==> src/rtl/eth_echo_master.sv <==
// eth_echo_master
// ----------------------------------------------------------------------------
// APB requester that drives the ethernet register block on its own bus
// segment. It polls for received frames and copies each frame word by word
// from the RX buffer into the TX buffer. It then releases RX, launches the
// send and walks the TX ack handshake.
// Frames with size 0 or size above MTU are released without being sent.
//
// Ports
//   clk, rst        : system clock, synchronous active-high reset
//   enable          : engine starts a new poll only while high (sampled in IDLE)
//   m_psel .. m_pwdata : APB requester outputs
//   m_prdata, m_pready, m_pslverr : APB completer responses
//   busy            : high whenever the engine is not in IDLE
//   frames_echoed   : wrapping count of frames sent
//   frames_dropped  : wrapping count of frames released without sending
//   error           : sticky, set on pslverr or TX poll timeout
//   dbg_state       : current engine state, for observation only
//
// APB handshake: a transfer is one SETUP cycle (psel=1, penable=0) followed
// by ACCESS cycles (psel=1, penable=1) until pready=1. prdata and pslverr are
// taken on that pready cycle. paddr/pwrite/pwdata are registered at SETUP and
// held until then. The cycle after completion always has psel=0.
// ----------------------------------------------------------------------------
module eth_echo_master #(
  parameter logic [15:0] BASE         = 16'h0000,
  parameter int          MTU          = 1536,
  parameter int          POLL_GAP     = 64,
  parameter int          POLL_TIMEOUT = 4096
) (
  input  logic        clk,
  input  logic        rst,
  input  logic        enable,
  output logic        m_psel,
  output logic        m_penable,
  output logic        m_pwrite,
  output logic [15:0] m_paddr,
  output logic [31:0] m_pwdata,
  input  logic [31:0] m_prdata,
  input  logic        m_pready,
  input  logic        m_pslverr,
  output logic        busy,
  output logic [15:0] frames_echoed,
  output logic [15:0] frames_dropped,
  output logic        error,
  output logic [3:0]  dbg_state
);

  localparam logic [15:0] REG_BASE     = BASE + 16'(MTU);
  localparam logic [15:0] A_TXSIZE     = REG_BASE;
  localparam logic [15:0] A_RXREAD     = REG_BASE + 16'd4;
  localparam logic [15:0] A_SENDPACKET = REG_BASE + 16'd8;
  localparam logic [15:0] A_TXSTATE    = REG_BASE + 16'd12;
  localparam logic [15:0] A_RXSIZE     = REG_BASE + 16'd16;
  localparam logic [15:0] A_ACKTXIRQ   = REG_BASE + 16'd32;
  localparam logic [15:0] A_RXWRITE    = REG_BASE + 16'd36;
  localparam logic [15:0] MTU16        = 16'(MTU);
  // Loaded value of the gap down-counter; reaching zero ends the gap, so the
  // load is one less than the number of idle cycles wanted.
  localparam logic [15:0] GAP_INIT     = 16'(POLL_GAP - 1);
  localparam logic [16:0] TIMEOUT17    = 17'(POLL_TIMEOUT);

  typedef enum logic [3:0] {
    ST_IDLE,
    ST_WAITGAP,
    ST_POLLRX,
    ST_GETSIZE,
    ST_COPYRD,
    ST_COPYWR,
    ST_RELEASE,
    ST_SETSIZE,
    ST_SEND,
    ST_WAITTX2,
    ST_ACK1,
    ST_WAITTX3,
    ST_ACK0,
    ST_WAITTX0
  } state_t;

  typedef enum logic [1:0] {
    PH_IDLE,
    PH_SETUP,
    PH_ACCESS
  } phase_t;

  state_t      r_state, w_state;
  phase_t      r_ph, w_ph;
  logic        r_pwrite, w_pwrite;
  logic [15:0] r_paddr, w_paddr;
  logic [31:0] r_pwdata, w_pwdata;
  logic [15:0] r_gap, w_gap;
  logic [15:0] r_polls, w_polls;
  logic [15:0] r_size, w_size;
  logic [15:0] r_nwords, w_nwords;
  logic [15:0] r_k, w_k;
  logic [31:0] r_word, w_word;
  logic        r_drop, w_drop;
  logic [15:0] r_echoed, w_echoed;
  logic [15:0] r_dropped, w_dropped;
  logic        r_error, w_error;

  // Request issued by the current state when its transfer is launched.
  logic [15:0] w_req_addr;
  logic        w_req_wr;
  logic [31:0] w_req_data;
  logic        w_is_xfer;
  logic        w_done;
  logic        w_poll_last;
  logic [15:0] w_data_addr;
  logic [15:0] w_k_inc;

  assign w_data_addr = BASE + {r_k[13:0], 2'b00};
  assign w_k_inc     = r_k + 16'd1;
  assign w_done      = (r_ph == PH_ACCESS) && m_pready;
  assign w_poll_last = (({1'b0, r_polls} + 17'd1) >= TIMEOUT17);
  assign w_is_xfer   = (r_state != ST_IDLE) && (r_state != ST_WAITGAP);

  always_comb begin
    w_req_addr = A_RXWRITE;
    w_req_wr   = 1'b0;
    w_req_data = 32'h0;
    case (r_state)
      ST_POLLRX:  w_req_addr = A_RXWRITE;
      ST_GETSIZE: w_req_addr = A_RXSIZE;
      ST_COPYRD:  w_req_addr = w_data_addr;
      ST_COPYWR: begin
        w_req_addr = w_data_addr;
        w_req_wr   = 1'b1;
        w_req_data = r_word;
      end
      ST_RELEASE: begin
        w_req_addr = A_RXREAD;
        w_req_wr   = 1'b1;
      end
      ST_SETSIZE: begin
        w_req_addr = A_TXSIZE;
        w_req_wr   = 1'b1;
        w_req_data = {16'h0, r_size};
      end
      ST_SEND: begin
        w_req_addr = A_SENDPACKET;
        w_req_wr   = 1'b1;
      end
      ST_WAITTX2, ST_WAITTX3, ST_WAITTX0: w_req_addr = A_TXSTATE;
      ST_ACK1: begin
        w_req_addr = A_ACKTXIRQ;
        w_req_wr   = 1'b1;
        w_req_data = 32'h1;
      end
      ST_ACK0: begin
        w_req_addr = A_ACKTXIRQ;
        w_req_wr   = 1'b1;
      end
      default: w_req_addr = A_RXWRITE;
    endcase
  end

  always_comb begin
    w_state   = r_state;
    w_ph      = r_ph;
    w_pwrite  = r_pwrite;
    w_paddr   = r_paddr;
    w_pwdata  = r_pwdata;
    w_gap     = r_gap;
    w_polls   = r_polls;
    w_size    = r_size;
    w_nwords  = r_nwords;
    w_k       = r_k;
    w_word    = r_word;
    w_drop    = r_drop;
    w_echoed  = r_echoed;
    w_dropped = r_dropped;
    w_error   = r_error;

    // Bus phase sequencing. A transfer state launches its transfer from an
    // idle bus phase once any pending poll gap has elapsed.
    case (r_ph)
      PH_IDLE: begin
        if (w_is_xfer) begin
          if (r_gap != 16'd0) begin
            w_gap = r_gap - 16'd1;
          end else begin
            w_ph     = PH_SETUP;
            w_paddr  = w_req_addr;
            w_pwrite = w_req_wr;
            w_pwdata = w_req_data;
          end
        end
      end
      PH_SETUP:  w_ph = PH_ACCESS;
      PH_ACCESS: if (m_pready) w_ph = PH_IDLE;
      default:   w_ph = PH_IDLE;
    endcase

    case (r_state)
      ST_IDLE: begin
        if (enable) begin
          w_state = ST_WAITGAP;
          w_gap   = GAP_INIT;
        end
      end
      ST_WAITGAP: begin
        if (r_gap == 16'd0) w_state = ST_POLLRX;
        else                w_gap   = r_gap - 16'd1;
      end
      default: begin
        if (w_done) begin
          if (m_pslverr) begin
            w_error = 1'b1;
            w_state = ST_IDLE;
          end else begin
            case (r_state)
              ST_POLLRX: begin
                // Equal read/write pointers mean nothing is waiting.
                if (m_prdata[31:16] == m_prdata[15:0]) w_state = ST_IDLE;
                else                                   w_state = ST_GETSIZE;
              end
              ST_GETSIZE: begin
                w_size = m_prdata[15:0];
                if ((m_prdata[15:0] == 16'd0) || (m_prdata[15:0] > MTU16)) begin
                  w_drop  = 1'b1;
                  w_state = ST_RELEASE;
                end else begin
                  w_drop   = 1'b0;
                  w_nwords = 16'((17'(m_prdata[15:0]) + 17'd3) >> 2);
                  w_k      = 16'd0;
                  w_state  = ST_COPYRD;
                end
              end
              ST_COPYRD: begin
                w_word  = m_prdata;
                w_state = ST_COPYWR;
              end
              ST_COPYWR: begin
                w_k = w_k_inc;
                if (w_k_inc == r_nwords) w_state = ST_RELEASE;
                else                     w_state = ST_COPYRD;
              end
              ST_RELEASE: begin
                if (r_drop) begin
                  w_dropped = r_dropped + 16'd1;
                  w_state   = ST_IDLE;
                end else begin
                  w_state = ST_SETSIZE;
                end
              end
              ST_SETSIZE: w_state = ST_SEND;
              ST_SEND, ST_ACK1, ST_ACK0: begin
                // First poll of the following wait goes out without a gap.
                w_polls = 16'd0;
                w_gap   = 16'd0;
                case (r_state)
                  ST_SEND: w_state = ST_WAITTX2;
                  ST_ACK1: w_state = ST_WAITTX3;
                  default: w_state = ST_WAITTX0;
                endcase
              end
              ST_WAITTX2, ST_WAITTX3, ST_WAITTX0: begin
                if ((r_state == ST_WAITTX2) && (m_prdata == 32'd2)) begin
                  w_state = ST_ACK1;
                end else if ((r_state == ST_WAITTX3) && (m_prdata == 32'd3)) begin
                  w_state = ST_ACK0;
                end else if ((r_state == ST_WAITTX0) && (m_prdata == 32'd0)) begin
                  w_echoed = r_echoed + 16'd1;
                  w_state  = ST_IDLE;
                end else if (w_poll_last) begin
                  w_error = 1'b1;
                  w_state = ST_IDLE;
                end else begin
                  w_polls = r_polls + 16'd1;
                  w_gap   = GAP_INIT;
                end
              end
              default: w_state = ST_IDLE;
            endcase
          end
        end
      end
    endcase
  end

  always_ff @(posedge clk) begin
    if (rst) begin
      r_state   <= ST_IDLE;
      r_ph      <= PH_IDLE;
      r_pwrite  <= 1'b0;
      r_paddr   <= 16'h0;
      r_pwdata  <= 32'h0;
      r_gap     <= 16'h0;
      r_polls   <= 16'h0;
      r_size    <= 16'h0;
      r_nwords  <= 16'h0;
      r_k       <= 16'h0;
      r_word    <= 32'h0;
      r_drop    <= 1'b0;
      r_echoed  <= 16'h0;
      r_dropped <= 16'h0;
      r_error   <= 1'b0;
    end else begin
      r_state   <= w_state;
      r_ph      <= w_ph;
      r_pwrite  <= w_pwrite;
      r_paddr   <= w_paddr;
      r_pwdata  <= w_pwdata;
      r_gap     <= w_gap;
      r_polls   <= w_polls;
      r_size    <= w_size;
      r_nwords  <= w_nwords;
      r_k       <= w_k;
      r_word    <= w_word;
      r_drop    <= w_drop;
      r_echoed  <= w_echoed;
      r_dropped <= w_dropped;
      r_error   <= w_error;
    end
  end

  assign m_psel         = (r_ph != PH_IDLE);
  assign m_penable      = (r_ph == PH_ACCESS);
  assign m_pwrite       = r_pwrite;
  assign m_paddr        = r_paddr;
  assign m_pwdata       = r_pwdata;
  assign busy           = (r_state != ST_IDLE);
  assign frames_echoed  = r_echoed;
  assign frames_dropped = r_dropped;
  assign error          = r_error;
  assign dbg_state      = r_state;

endmodule

==> config.mk <==
export PLATFORM = sky130hd
export DESIGN_NAME = eth_echo_master
export DESIGN_NICKNAME = d
export VERILOG_FILES = /design/src/rtl/eth_echo_master.sv
export SDC_FILE = /design/constraint.sdc
export NUM_CORES = 1
export LEC_CHECK = 0
export BUFFER_PORTS_ARGS = -buffer_cell sky130_fd_sc_hd__buf_2
export CAP_MARGIN = 20
export CORE_UTILIZATION = 38
export DETAILED_ROUTE_END_ITERATION = 8
export PLACE_DENSITY_LB_ADDON = 0.1
export SYNTH_ARGS = -nofsm -noshare
export SYNTH_HDL_FRONTEND = slang
export SYNTH_SLANG_ARGS = --single-unit
==> constraint.sdc <==
create_clock -name clk -period 7.76 [get_ports clk]
set_input_delay 1.552 -clock clk [delete_from_list [all_inputs] [get_ports clk]]
set_output_delay 1.552 -clock clk [all_outputs]
set_load 0.005 [all_outputs]
==> impl_results.md <==
* Area grow syn2layout at 15.1%
* First-pass GRT wire length at about 43000 µm
* Hold Startpoint: m_paddr[13]
* DP HPWL at about 18000 µm
* Sequential-to-total area share from yosys stat at 0.417
* Core Region at about 24000 µm²
* Htree depth at 4
* HP Class: reg2reg
* PostCTS Resize Cnt at 0
* Final Hold Viols at 0
* Clock-pin transition on the worst setup and hold timing paths at 0.08 ns
* Critical Path RT at 8.09 ns
* Final core utilization at 0.447
* CP cell instances: buf_2, and3b_1, nand4_1, nor2_2, nor2_1, and2_1
* Vias at between 8000 and 9000
* Status: complete, no violations
* Sink of the worst hold path: m_paddr[13]
* Fmax at 0.261 GHz
* Compound-Gate Fraction of Synth Area at 0.180
* Synth Area in XOR/XNOR at 0.0756
* Crit path time final at roughly 3.8 ns
* Non-Filler Instances at about 1600
* Top-Level Pins at 126
* ANT cells at 0
* Leading area contributor after synthesis: dfxtp_1
* Worst VDD drop at 0.135 mV
* Slowest cell delay on critical path at about 0.84 ns
* DR WL/cell at approximately 17 µm
* All-Layer GR Usage at 0.210
* Post-synth top cells: dfxtp_1, nand2_1, nor2_1, a21oi_1, clkbuf_1
* Synth cell types at 72
* # nets final at roughly 1300
* Final-report setup violation count at 0
* Hold path depth at 2
* Synthesized area at 9510 µm²
* Multi-input gate area at ~5200 µm²
* Worst path top cell family by delay: simple AND/OR/NAND/NOR gates
* Starting Density at 0.389
* Max cap viols at 0
* Max-slew headroom at 0.418
* # rows at 57
* CP max-delay cell: nor2_2
* Period utilization at 0.493
* Clock root buffer: clkbuf_16
* Worst path bufs/invs at 1
* RSZ-0062 raised after global routing: no
* Mapped Cells at around 1200
* Final slew viol count at 0
* Worst reg2reg path startpoint: r_ph[1]
* Die X at roughly 160 µm
* Largest net degree at the start of global routing at between 100 and 150
* Synth top area share at 0.417
* PwrDens at 235 nW/µm²
* Routability cong. at about 0.9
* Pre-antenna DRT Iters at 5
* Adder-cell share of the synthesized area at 0.00921
* CP Capture Type: flop
* Fillers at 2527
* Vert. Die Dim at ~160 µm
* Sink Count at approximately 200
* Post-CTS Setup Bufs at 0
* Total routed wirelength at 27100 µm
* Storage cell area at between 3000 and 4000 µm²
* Synth area leaders: dfxtp_1, nand2_1, a21oi_1, nor2_1, xor2_1
* Reg2Reg Setup Slack at 4.46 ns
* Vias per cell at between 5 and 6
* Share of cells above drive strength 1 at 0.144
* Crit start category: input port
* Cts bufs inserted at 17
* Buffers added on ports at between 100 and 150
* Initial antenna violation count at 0
* Synth Flop Type: dfxtp_1
* CTS tree: yes
* Dpl cells at 1567
* Worst slew pin tran at between 0.8 and 0.9 ns
* EDFF count, synth at 0
* Number of global-route vias before repair at about 8000
* Hold Buf Count CTS at 0
* #FFs+latches synth at between 150 and 200
* Ys async rst share at 0
* Syn avg cell area at about 8 µm²
* Crit path kind: in2reg
* Die ar. at between 20000 and 30000 µm²
* Antenna Violating Nets Remaining at 0
* Most common cell in the netlist: dfxtp_1
* Largest family of logic cells by synthesized area: simple AND/OR/NAND/NOR gates
* Clk_skew at ~0.023 ns
* Yosys warning count at 0
* # DRC at 0
* Clk_lat worst skew at approximately 0.45 ns
* Overflow after GRT at 0
* Sum Neg Setup Slack at 0 ns
* Worst Path Arrival at 4.16 ns
* P_leak at between 4 and 5 nW
* DRT iter0 DRCs at 640
* Crit path max fanout at 18
* R2R cell count at 6
* Multiplexer area fraction after synthesis at 0.00632
* Synth Area in Simple Gates at 0.270
* Clk buf depth at 2
* Tot Pwr at 0.00257 W
* R2r endpoint: r_nwords[9]
-- per-stage QoR --
stage / area [µm²] / hold WS [ns] / setup slack, ns
3_5_place_dp: 10300 / 0.442 / 3.47
3_3_place_gp: 10300 / 0.434 / 3.52
4_1_cts: 10900 / 0.453 / 3.94
5_1_grt: 10900 / 0.471 / 3.71
6_report: 10900 / 0.449 / 3.94
2_1_floorplan: 9510 / 0.431 / 4.15
-- worst max path at each step --
stage                           start           endpoint  slack [ns]  cells after the start
final                       m_pslverr        r_nwords[9]        3.94                      6
after detailed placement    m_pslverr       r_nwords[11]        3.47                      6
after floorplan           m_prdata[0]  frames_echoed[15]        4.15                      9
after global routing        m_pslverr       r_nwords[14]        3.71                      6
after global placement      m_pslverr       r_nwords[11]        3.52                      6
after CTS                   m_pslverr        r_nwords[9]        3.94                      6
-- logic make-up after synthesis --
kind of cell / count (synthesis)
compound gates: 269
xor+xnor: 82
fa+ha+maj: 7
buf+inv: 96
flops: 198
mux: 6
other cells: 1
simple gates: 533
-- layer usage --
metal / wire length, µm / track usage / vias up
met5: 0 / 0 / -
met4: 322 / 0.0576 / 0
met3: 1150 / 0.0348 / 17
met2: 12600 / 0.335 / 186
met1: 13100 / 0.290 / 4103
li1: - / - / 4340
-- where the power goes --
group	total, W	switching (W)	internal (W)
Clock	0.000950	0.000454	0.000496
Combinational	0.000527	0.000355	0.000172
Sequential	0.00109	0.0000387	0.00105
-- layout by cell type (no fill, tap or decap), types with 15 or more instances in the layout --
cell type  netlist  layout
buf_2            5     122
and2_1          15      15
o21ai_0         25      25
a311oi_1        21      21
a22oi_1         17      17
dfxtp_1        198     198
a21oi_1        118     118
nand2b_1        16      16
nand3_1         55      55
and3_1          17      17
nand4_1         20      20
a211oi_1        15      15
xor2_1          49      49
nor3_1          29      29
a2bb2oi_1       15      15
clkbuf_16        0      17
nand2_1        189     189
xnor2_1         33      33
nor2_1         127     127
-- state kept, by name, summed over array words and instances, names as in the netlist --
name            count
dbg_state           4
r_word             32
m_pwrite            1
r_polls            16
frames_echoed      16
r_nwords           15
m_paddr            14
r_drop              1
error               1
m_pwdata           32
r_gap              16
r_size             16
r_ph                2
r_k                16
frames_dropped     16
-- worst min-delay path: cells and delay by family, from the launching register on --
kind	cells	cell delay, ns
compound gates	1	0.05
simple gates	1	0.05
flops	1	0.31
-- final cells by class --
class	count	share of cell area
Clock buffer	17	0.0389
Multi-Input combinational cell	899	0.473
Timing Repair Buffer	136	0.0658
Tap cell	324	0.0371
Clock inverter	14	0.0191
Sequential cell	198	0.362
Inverter	11	0.00377
No activity file was read; power rests on OpenSTA's default activity.
